<file path="config.mk">
export PLATFORM = sky130hd
export DESIGN_NAME = bus_arbiter
export DESIGN_NICKNAME = d
export VERILOG_FILES = /design/src/rtl/bus_arbiter.sv
export SDC_FILE = /design/constraint.sdc
export NUM_CORES = 1
export LEC_CHECK = 0
export ABC_AREA = 1
export BUFFER_PORTS_ARGS = -buffer_cell sky130_fd_sc_hd__buf_4
export CORE_AREA = 2 2 109 111
export CTS_BUF_LIST = sky130_fd_sc_hd__clkbuf_4 sky130_fd_sc_hd__clkbuf_8
export DETAILED_ROUTE_END_ITERATION = 8
export DIE_AREA = 0 0 111 113
export PLACE_DENSITY = 0.61
export SETUP_SLACK_MARGIN = 0.05
export SLEW_MARGIN = 20
export SYNTH_ARGS = -nofsm -noshare
export SYNTH_HDL_FRONTEND = slang
export SYNTH_SLANG_ARGS = --single-unit
</file>
<file path="constraint.sdc">
create_clock -name clk -period 1.95 [get_ports clk]
set_input_delay 0.39 -clock clk [delete_from_list [all_inputs] [get_ports clk]]
set_output_delay 0.39 -clock clk [all_outputs]
set_load 0.005 [all_outputs]
</file>
<file path="src/rtl/bus_arbiter.sv">
// Two-master to one-slave bus arbiter. The dbus is favoured, but after
// D_STREAK_MAX back-to-back dbus grants a waiting ibus is served.
// Transfers that never complete are aborted with an error after TIMEOUT cycles.
//
// state | meaning
// IDLE  | no grant; all slave outputs low; arbitration happens here
// GNT_I | ibus owns the slave port
// GNT_D | dbus owns the slave port
module bus_arbiter #(
  parameter int ADDR_W       = 32,
  parameter int DATA_W       = 32,
  parameter int D_STREAK_MAX = 4,
  parameter int TIMEOUT      = 255
) (
  input  logic                clk,
  input  logic                rst,
  input  logic                i_cyc,
  input  logic                i_we,
  input  logic [ADDR_W-1:0]   i_addr,
  input  logic [DATA_W/8-1:0] i_sel,
  input  logic [DATA_W-1:0]   i_wdata,
  output logic                i_ack,
  output logic                i_err,
  input  logic                d_cyc,
  input  logic                d_we,
  input  logic [ADDR_W-1:0]   d_addr,
  input  logic [DATA_W/8-1:0] d_sel,
  input  logic [DATA_W-1:0]   d_wdata,
  output logic                d_ack,
  output logic                d_err,
  output logic [DATA_W-1:0]   rdata,
  output logic                m_cyc,
  output logic                m_we,
  output logic [ADDR_W-1:0]   m_addr,
  output logic [DATA_W/8-1:0] m_sel,
  output logic [DATA_W-1:0]   m_wdata,
  input  logic [DATA_W-1:0]   m_rdata,
  input  logic                m_ack,
  input  logic                m_err
);

  localparam int TO_W = (TIMEOUT < 2) ? 1 : $clog2(TIMEOUT + 1);
  localparam logic [2:0]      STREAK_MAX = 3'(D_STREAK_MAX);
  localparam logic [TO_W-1:0] TO_LIMIT   = TO_W'(TIMEOUT);

  typedef enum logic [1:0] {IDLE, GNT_I, GNT_D} state_t;

  state_t          state, state_nxt;
  logic [2:0]      streak, streak_nxt;
  logic [TO_W-1:0] tmo_cnt;
  logic            tmo_hit;
  logic            g_cyc, rsp_ack, rsp_err, done;

  assign rdata   = m_rdata;
  assign tmo_hit = (state != IDLE) && (tmo_cnt == TO_LIMIT);

  // State and streak registers; reset forces IDLE so m_cyc drops at once.
  always_ff @(posedge clk or negedge rst) begin
    if (!rst) begin
      state  <= IDLE;
      streak <= '0;
    end else begin
      state  <= state_nxt;
      streak <= streak_nxt;
    end
  end

  // Timeout counter: zero while idle, so it starts at 0 in the first grant cycle.
  always_ff @(posedge clk or negedge rst) begin
    if (!rst) begin
      tmo_cnt <= '0;
    end else if (state == IDLE) begin
      tmo_cnt <= '0;
    end else if (!tmo_hit && !m_ack && !m_err) begin
      tmo_cnt <= tmo_cnt + 1'b1;
    end
  end

  // Arbitration, slave-port mux, response routing and streak bookkeeping.
  always_comb begin
    state_nxt  = state;
    streak_nxt = streak;
    m_cyc      = 1'b0;
    m_we       = 1'b0;
    m_addr     = '0;
    m_sel      = '0;
    m_wdata    = '0;
    i_ack      = 1'b0;
    i_err      = 1'b0;
    d_ack      = 1'b0;
    d_err      = 1'b0;
    g_cyc      = 1'b0;
    rsp_ack    = 1'b0;
    rsp_err    = 1'b0;
    done       = 1'b0;

    case (state)
      GNT_I: begin
        g_cyc   = i_cyc;
        m_we    = i_we;
        m_addr  = i_addr;
        m_sel   = i_sel;
        m_wdata = i_wdata;
      end
      GNT_D: begin
        g_cyc   = d_cyc;
        m_we    = d_we;
        m_addr  = d_addr;
        m_sel   = d_sel;
        m_wdata = d_wdata;
      end
      default: begin
        if (i_cyc && (!d_cyc || streak == STREAK_MAX)) begin
          state_nxt = GNT_I;
        end else if (d_cyc) begin
          state_nxt = GNT_D;
        end
      end
    endcase

    if (state != IDLE) begin
      // A timed-out transfer is cut from the slave in the cycle its error is reported.
      m_cyc = g_cyc & ~tmo_hit;
      if (!g_cyc) begin
        state_nxt = IDLE;
      end else if (tmo_hit) begin
        rsp_err   = 1'b1;
        done      = 1'b1;
        state_nxt = IDLE;
      end else if (m_ack || m_err) begin
        rsp_ack   = m_ack;
        rsp_err   = ~m_ack;
        done      = 1'b1;
        state_nxt = IDLE;
      end

      if (state == GNT_I) begin
        i_ack = rsp_ack;
        i_err = rsp_err;
        if (done) streak_nxt = '0;
      end else begin
        d_ack = rsp_ack;
        d_err = rsp_err;
        if (done) begin
          if (!i_cyc) streak_nxt = '0;
          else if (streak != STREAK_MAX) streak_nxt = streak + 3'd1;
        end
      end
    end
  end

endmodule

</file>
==> impl_metrics.toml, run 1 <==
[run_status]
status = "finished with violations"
violations = "setup timing"

[logic_synthesis]
synth_cell_type_count = 23
syn-instance-count = 400
yosys.area.top_type = "nand2_1"
syn_avg_cell_area_um2 = 5.371
synth.area.top_cells = "nand2_1, a21oi_1, dfrtp_1"
ys_seq_area_frac = 0.1514
yosys_warnings = 0
synth-main-ff-cell = "dfrtp_1"
async_flop_share = 1.000
synth_common_cells = "nand2_1, a21oi_1, buf_4"
synthesis.area_um2 = 2148
synth_edf_count = 0
post-synth-top-count-cell = "nand2_1"
netlist.area_leader.share = 0.3197
synth_nets = 582
synth_seq_cells = 13

[floorplanning]
core_area_um2 = 11270
die_h_um = 113
die_w_um = 111
rows = 39
io_pins = 282
initial_core_util = 0.1906
dieArea_um2 = 12540

[clocking]
cts_tree = "done"
insertion_delay_ns = 0.24
clk_pin_slew_ns = 0.06
cts.sinks = 13
htreeDepth = 1
root_buffer = "clkbuf_8"
cts.path.max_buffers = 2
cts_buffers = 3

[finish]
nets = 782
antenna_cells = 0
final_layout_size_suffix_gt1_frac = 0.5643
final_cells = 742
fillers = 1162
post-route-util = 0.3989
area_growth_syn_to_layout_pct = 109.3

[worst_setup_path]
start_kind = "flip-flop"
arrival_ns = 1.59
cp-end-kind = "output pin"
critPathMaxFanout = 6
worstPathCellList = "buf_4 -> ha_4 -> buf_12 -> clkbuf_16 -> inv_4 -> nand2_2 -> nor2_1 -> buf_4"
critPathMostFrequentCell = "buf_4"
critPathRequiredTime_ns = 1.56
cp-startpoint = "state[0]$_DFF_PN0_"
critical_path_class = "flip-flop to output pin"
crit_path_top_delay_cell = "dfrtp_1"
critPathMaxStageDelay_ns = 0.40
reg2reg_from = "state[0]$_DFF_PN0_"

[routing]
vias_per_cell = 4.473
wl_per_cell_um = 15.01
dr.max_layer_used = "met4"
drc = 0
postRouteAntennaNets = 0
drt-met1-wl_mm = 4.282
met2_length_mm = 5.934
initialDrtViolationCount = 171
vias = 3319
wl_met3_um = 750
totalWireLength_mm = 11.13
drt-pass1-iter-count = 4

[placed_design]
place_congestion = 0.8328
pre_cts_slack_ns = 0.1472
io_buffer_count = 217
dpl.hpwl_mm = 7.472
dp.cells = 713

[power_and_ir_drop]
ir_drop_v = 0.0004018
power_w = 0.004244
power_density_nw_per_um2 = 943.7
p_leak_nw = 2.092

[global_route]
grt_start_max_net_pins = 31
grt_pass1_vias = 3070
grt_pass1_wl_mm = 15.06
overflow = 0
grt_antenna_before_repair = 0
track_usage = 0.1445

[timing]
tightest_slew_ns = 0.3792
timing.final.crit_share = 1.015
fmax_mhz = 505.3
finalSetupTns_ns = -0.05251
setup_ws_ns = -0.02884
setup_viol = 2
hold_viol_final = 0
rsz0062_at_grt = "true"
min_period_ns = 1.979
fin_worst_skew_ns = 0.004335
drv_slew = 0
slew_headroom = 0.7463

[run]
maxCapViolCount = 0

[worst_hold_path]
hp-class = "primary input to flip-flop"
holdCritStartpoint = "i_cyc"
[worst paths after layout]
path                                          end  slack (ns)  cells after the start
max                                         d_err       -0.03                      8
min                            state[1]$_DFF_PN0_        0.51                      4
max reg2reg                 streak[0]$_DFFE_PN0P_        0.19                     11
min reg2reg                 streak[1]$_DFFE_PN0P_        0.52                      2
max in group asynchronous      state[0]$_DFF_PN0_        1.26                      2
min in group asynchronous  tmo_cnt[3]$_DFFE_PN0P_        0.52                      2
[flip-flops by register name, indices dropped and copies added (netlist names)]
name and count:
streak 3, state 2, tmo_cnt 8
[report_power, final]
| part | internal (W) | switching [W] |
|---|---|---|
| Sequential | 0.000312 | 0.0000353 |
| Clock | 0.000158 | 0.0000999 |
| Combinational | 0.00179 | 0.00184 |
[metal layers]
layer	vias up	GRT usage
met3	24	0.02678
met4	0	0.03667
met5	-	0
met1	1524	0.1654
met2	144	0.2761
li1	1627	-
[timing repair]
action / CTS / global route
hold endpoints to repair: 13 / 0
cloned: 2 / 11
pin swaps: 32 / 13
endpoints found under the setup margin: 74 / 74
resized for setup: 31 / 60
hold buffers: 1 / 0
setup buffers: 7 / 4
[worst max-delay path: cells and delay by family, from the launching register on]
kind          cells  cell delay [ns]
fa+ha+maj         1             0.18
flops             1             0.40
buf+inv           5             0.61
simple gates      2             0.15
[cell families (layout without fill, tap and decap cells)]
group,Yosys count,count (layout),share of synthesized area
buf+inv,75,274,0.1939
simple gates,226,226,0.4199
compound gates,76,76,0.1835
flops,13,13,0.1514
fa+ha+maj,6,6,0.03494
xor+xnor,4,4,0.01631
[layout by cell type, fill, tap and decap left out, drive strengths merged]
cell	synthesis	routed
nand2	186	186
buf	45	244
nand3	15	15
xor2	2	2
dfrtp	13	13
nor3	1	1
xnor2	2	2
inv	18	18
nor2	23	23
ha	6	6
a21boi	1	1
a21oi	71	71
dlygate4sd3	0	1
clkbuf	12	11
nand3b	1	1
o21ai	4	4
[layout make-up]
class                           instances  area (µm²)  area share
Multi-Input combinational cell        312        1685      0.3748
Timing Repair Buffer                  252        2181      0.4850
Sequential cell                        13       325.3     0.07234
Tap cell                              143       178.9     0.03979
Inverter                               18       77.57     0.01725
Clock buffer                            4       48.80     0.01085
[through the flow]
stage               instance area (µm²)  hold slack (ns)
global placement                   3750           0.2473
CTS                                4044           0.4981
detailed placement                 3750           0.2472
global route                       4497           0.5199
floorplan                          2148          0.09441
finish                             4497           0.5087
(Power assumes the default switching activity.)
==> inputs of run 2 (changes only) <==
Settings changed: RECOVER_POWER from default to 100.
==> impl_metrics.toml, run 2 (synthesized netlist as in run 1, its figures left out) <==
[global_route]
overflow = 0
grt_busiest_layer = "met2"
grt_antenna_before_repair = 0
grtUsageMet3 = 0.02678
grt_pass1_wl_mm = 15.06
track_usage = 0.1445
gr-usage-met2 = 0.2761
grt_start_max_net_pins = 31
grtUsageMet1 = 0.1654
grt_pass1_vias = 3070

[run_status]
status = "finished with violations"
violations = "setup timing"

[timing]
drv_slew = 0
setup_ws_ns = -0.02538
fmax_mhz = 506.2
setup_viol = 2
timing.hold.ws_ns = 0.5047
min_period_ns = 1.975
slew_headroom = 0.5060
timing.final.crit_share = 1.013
hold_viol_final = 0
rsz0062_at_grt = "true"
tightest_slew_ns = 0.7410
fin_worst_skew_ns = 0.005608

[finish]
stdcell_area_um2 = 4466
antenna_cells = 0
final_common_cell = "buf_4"
ff_latch_area_um2 = 325.3
layout_common_cells = "buf_4, nand2_1, a21oi_2"
final_layout_size_suffix_gt1_frac = 0.5576
final_cells = 742
top_register = "tmo_cnt"
largest_reg_flops = 8
nets = 782
fillers = 1171
largestRegisters = "tmo_cnt: 8 flops, streak: 3 flops, state: 2 flops"
multiInputGateArea_um2 = 1663
area_growth_syn_to_layout_pct = 107.9

[power_and_ir_drop]
power_w = 0.004220
power.internal_w = 0.002251
p_switching_w = 0.001969
switching_share = 0.4667
power_frac_comb = 0.856
clockPowerShare = 0.061
power_density_nw_per_um2 = 945.0
p_seq_frac = 0.082
p_leak_nw = 2.085
ir_drop_v = 0.0004013

[worst_setup_path]
start_kind = "flip-flop"
critPathBufInv = 5
critPathMostFrequentCell = "buf_4"
critPathTopFamily = "buffers and inverters"
critPathMaxStageDelay_ns = 0.39
critPathMaxFanout = 6
cp-end-kind = "output pin"
crit_path_top_delay_cell = "dfrtp_1"
critical_path_class = "flip-flop to output pin"
arrival_ns = 1.59
critPathRequiredTime_ns = 1.56
worstPathCellList = "buf_4 -> ha_4 -> buf_12 -> clkbuf_16 -> inv_4 -> nand2_2 -> nor2_1 -> buf_4"

[clocking]
cts.path.max_buffers = 2
insertion_delay_ns = 0.24
clk_pin_slew_ns = 0.06
cts.sinks = 13
cts_tree = "done"
htreeDepth = 1
root_buffer = "clkbuf_8"
cts_buffers = 3

[floorplanning]
io_pins = 282
die_h_um = 113
dieArea_um2 = 12540
rows = 39
die_w_um = 111
initial_core_util = 0.1906
core_area_um2 = 11270

[routing]
drc = 0
vias = 3312
initialDrtViolationCount = 153
vias_per_cell = 4.464
totalWireLength_mm = 11.15
drt-pass1-iter-count = 4
postRouteAntennaNets = 0
wl_per_cell_um = 15.02

[placed_design]
pre_cts_slack_ns = 0.1472
place_congestion = 0.8328
dp.cells = 713
post_dp_cell_area_um2 = 3750
io_buffer_count = 217
dpl.hpwl_mm = 7.472

[run]
maxCapViolCount = 0

[worst_hold_path]
hp-class = "primary input to flip-flop"
-- run 2: changes by cell type in the layout (fill, tap and decap cells not counted), sizes merged --
cell    change
buf         -1
clkbuf      +1
-- run 2: per-stage QoR --
step,util,setup TNS [ns]
final,0.3962,-0.04037
after global routing,0.3962,-2.707
after CTS,0.3588,-0.01159
after detailed placement,0.3327,0
after global placement,0.3327,0
after floorplan,-,0
-- run 2: worst paths after layout --
check / start / endpoint / slack, ns / depth (start not counted)
max: state[0]$_DFF_PN0_ / d_err / -0.03 / 8
min: i_cyc / state[1]$_DFF_PN0_ / 0.50 / 4
max reg2reg: state[1]$_DFF_PN0_ / streak[0]$_DFFE_PN0P_ / 0.09 / 11
min reg2reg: streak[1]$_DFFE_PN0P_ / streak[1]$_DFFE_PN0P_ / 0.51 / 2
max in group asynchronous: rst / state[1]$_DFF_PN0_ / 0.76 / 2
min in group asynchronous: rst / tmo_cnt[4]$_DFFE_PN0P_ / 0.72 / 2
-- run 2: metal layers --
metal  vias up  share of wire
met2       145           0.53
met5         -              0
met3        24          0.067
li1       1626              -
met4         0          0.015
met1      1517           0.38
-- run 2: power groups by stage --
stage / Clock [W] / Sequential (W) / Combinational [W]
after global placement: 0 / 0.000347 / 0.00241
final: 0.000259 / 0.000348 / 0.00361
after global routing: 0.000276 / 0.000353 / 0.00390
after floorplan: 0 / 0.000344 / 0.00127
after detailed placement: 0 / 0.000353 / 0.00245
after CTS: 0.000260 / 0.000346 / 0.00282
-- run 2: final cells by class --
cell class              count  share of cell area
multi-input cells         312              0.3724
inverters                  18             0.01737
clock buffers               4             0.01093
flip-flops and latches     13             0.07285
repair buffers            252              0.4864
well taps                 143             0.04007
-- run 2: tightest hold or removal path, delay by kind of cell --
kind | cells | cell delay [ns]
AND/OR/NAND/NOR | 2 | 0.16
AO/OA/AOI/OAI | 1 | 0.04
buffers and inverters | 1 | 0.11
-- run 2: repair_timing --
item / CTS / global route
pin swaps: 32 / 13
resized for setup: 31 / 60
endpoints found under the hold margin: 13 / 0
buffers inserted: 7 / 4
gates cloned: 2 / 11
setup endpoints to repair: 74 / 74
hold buffers: 1 / 0
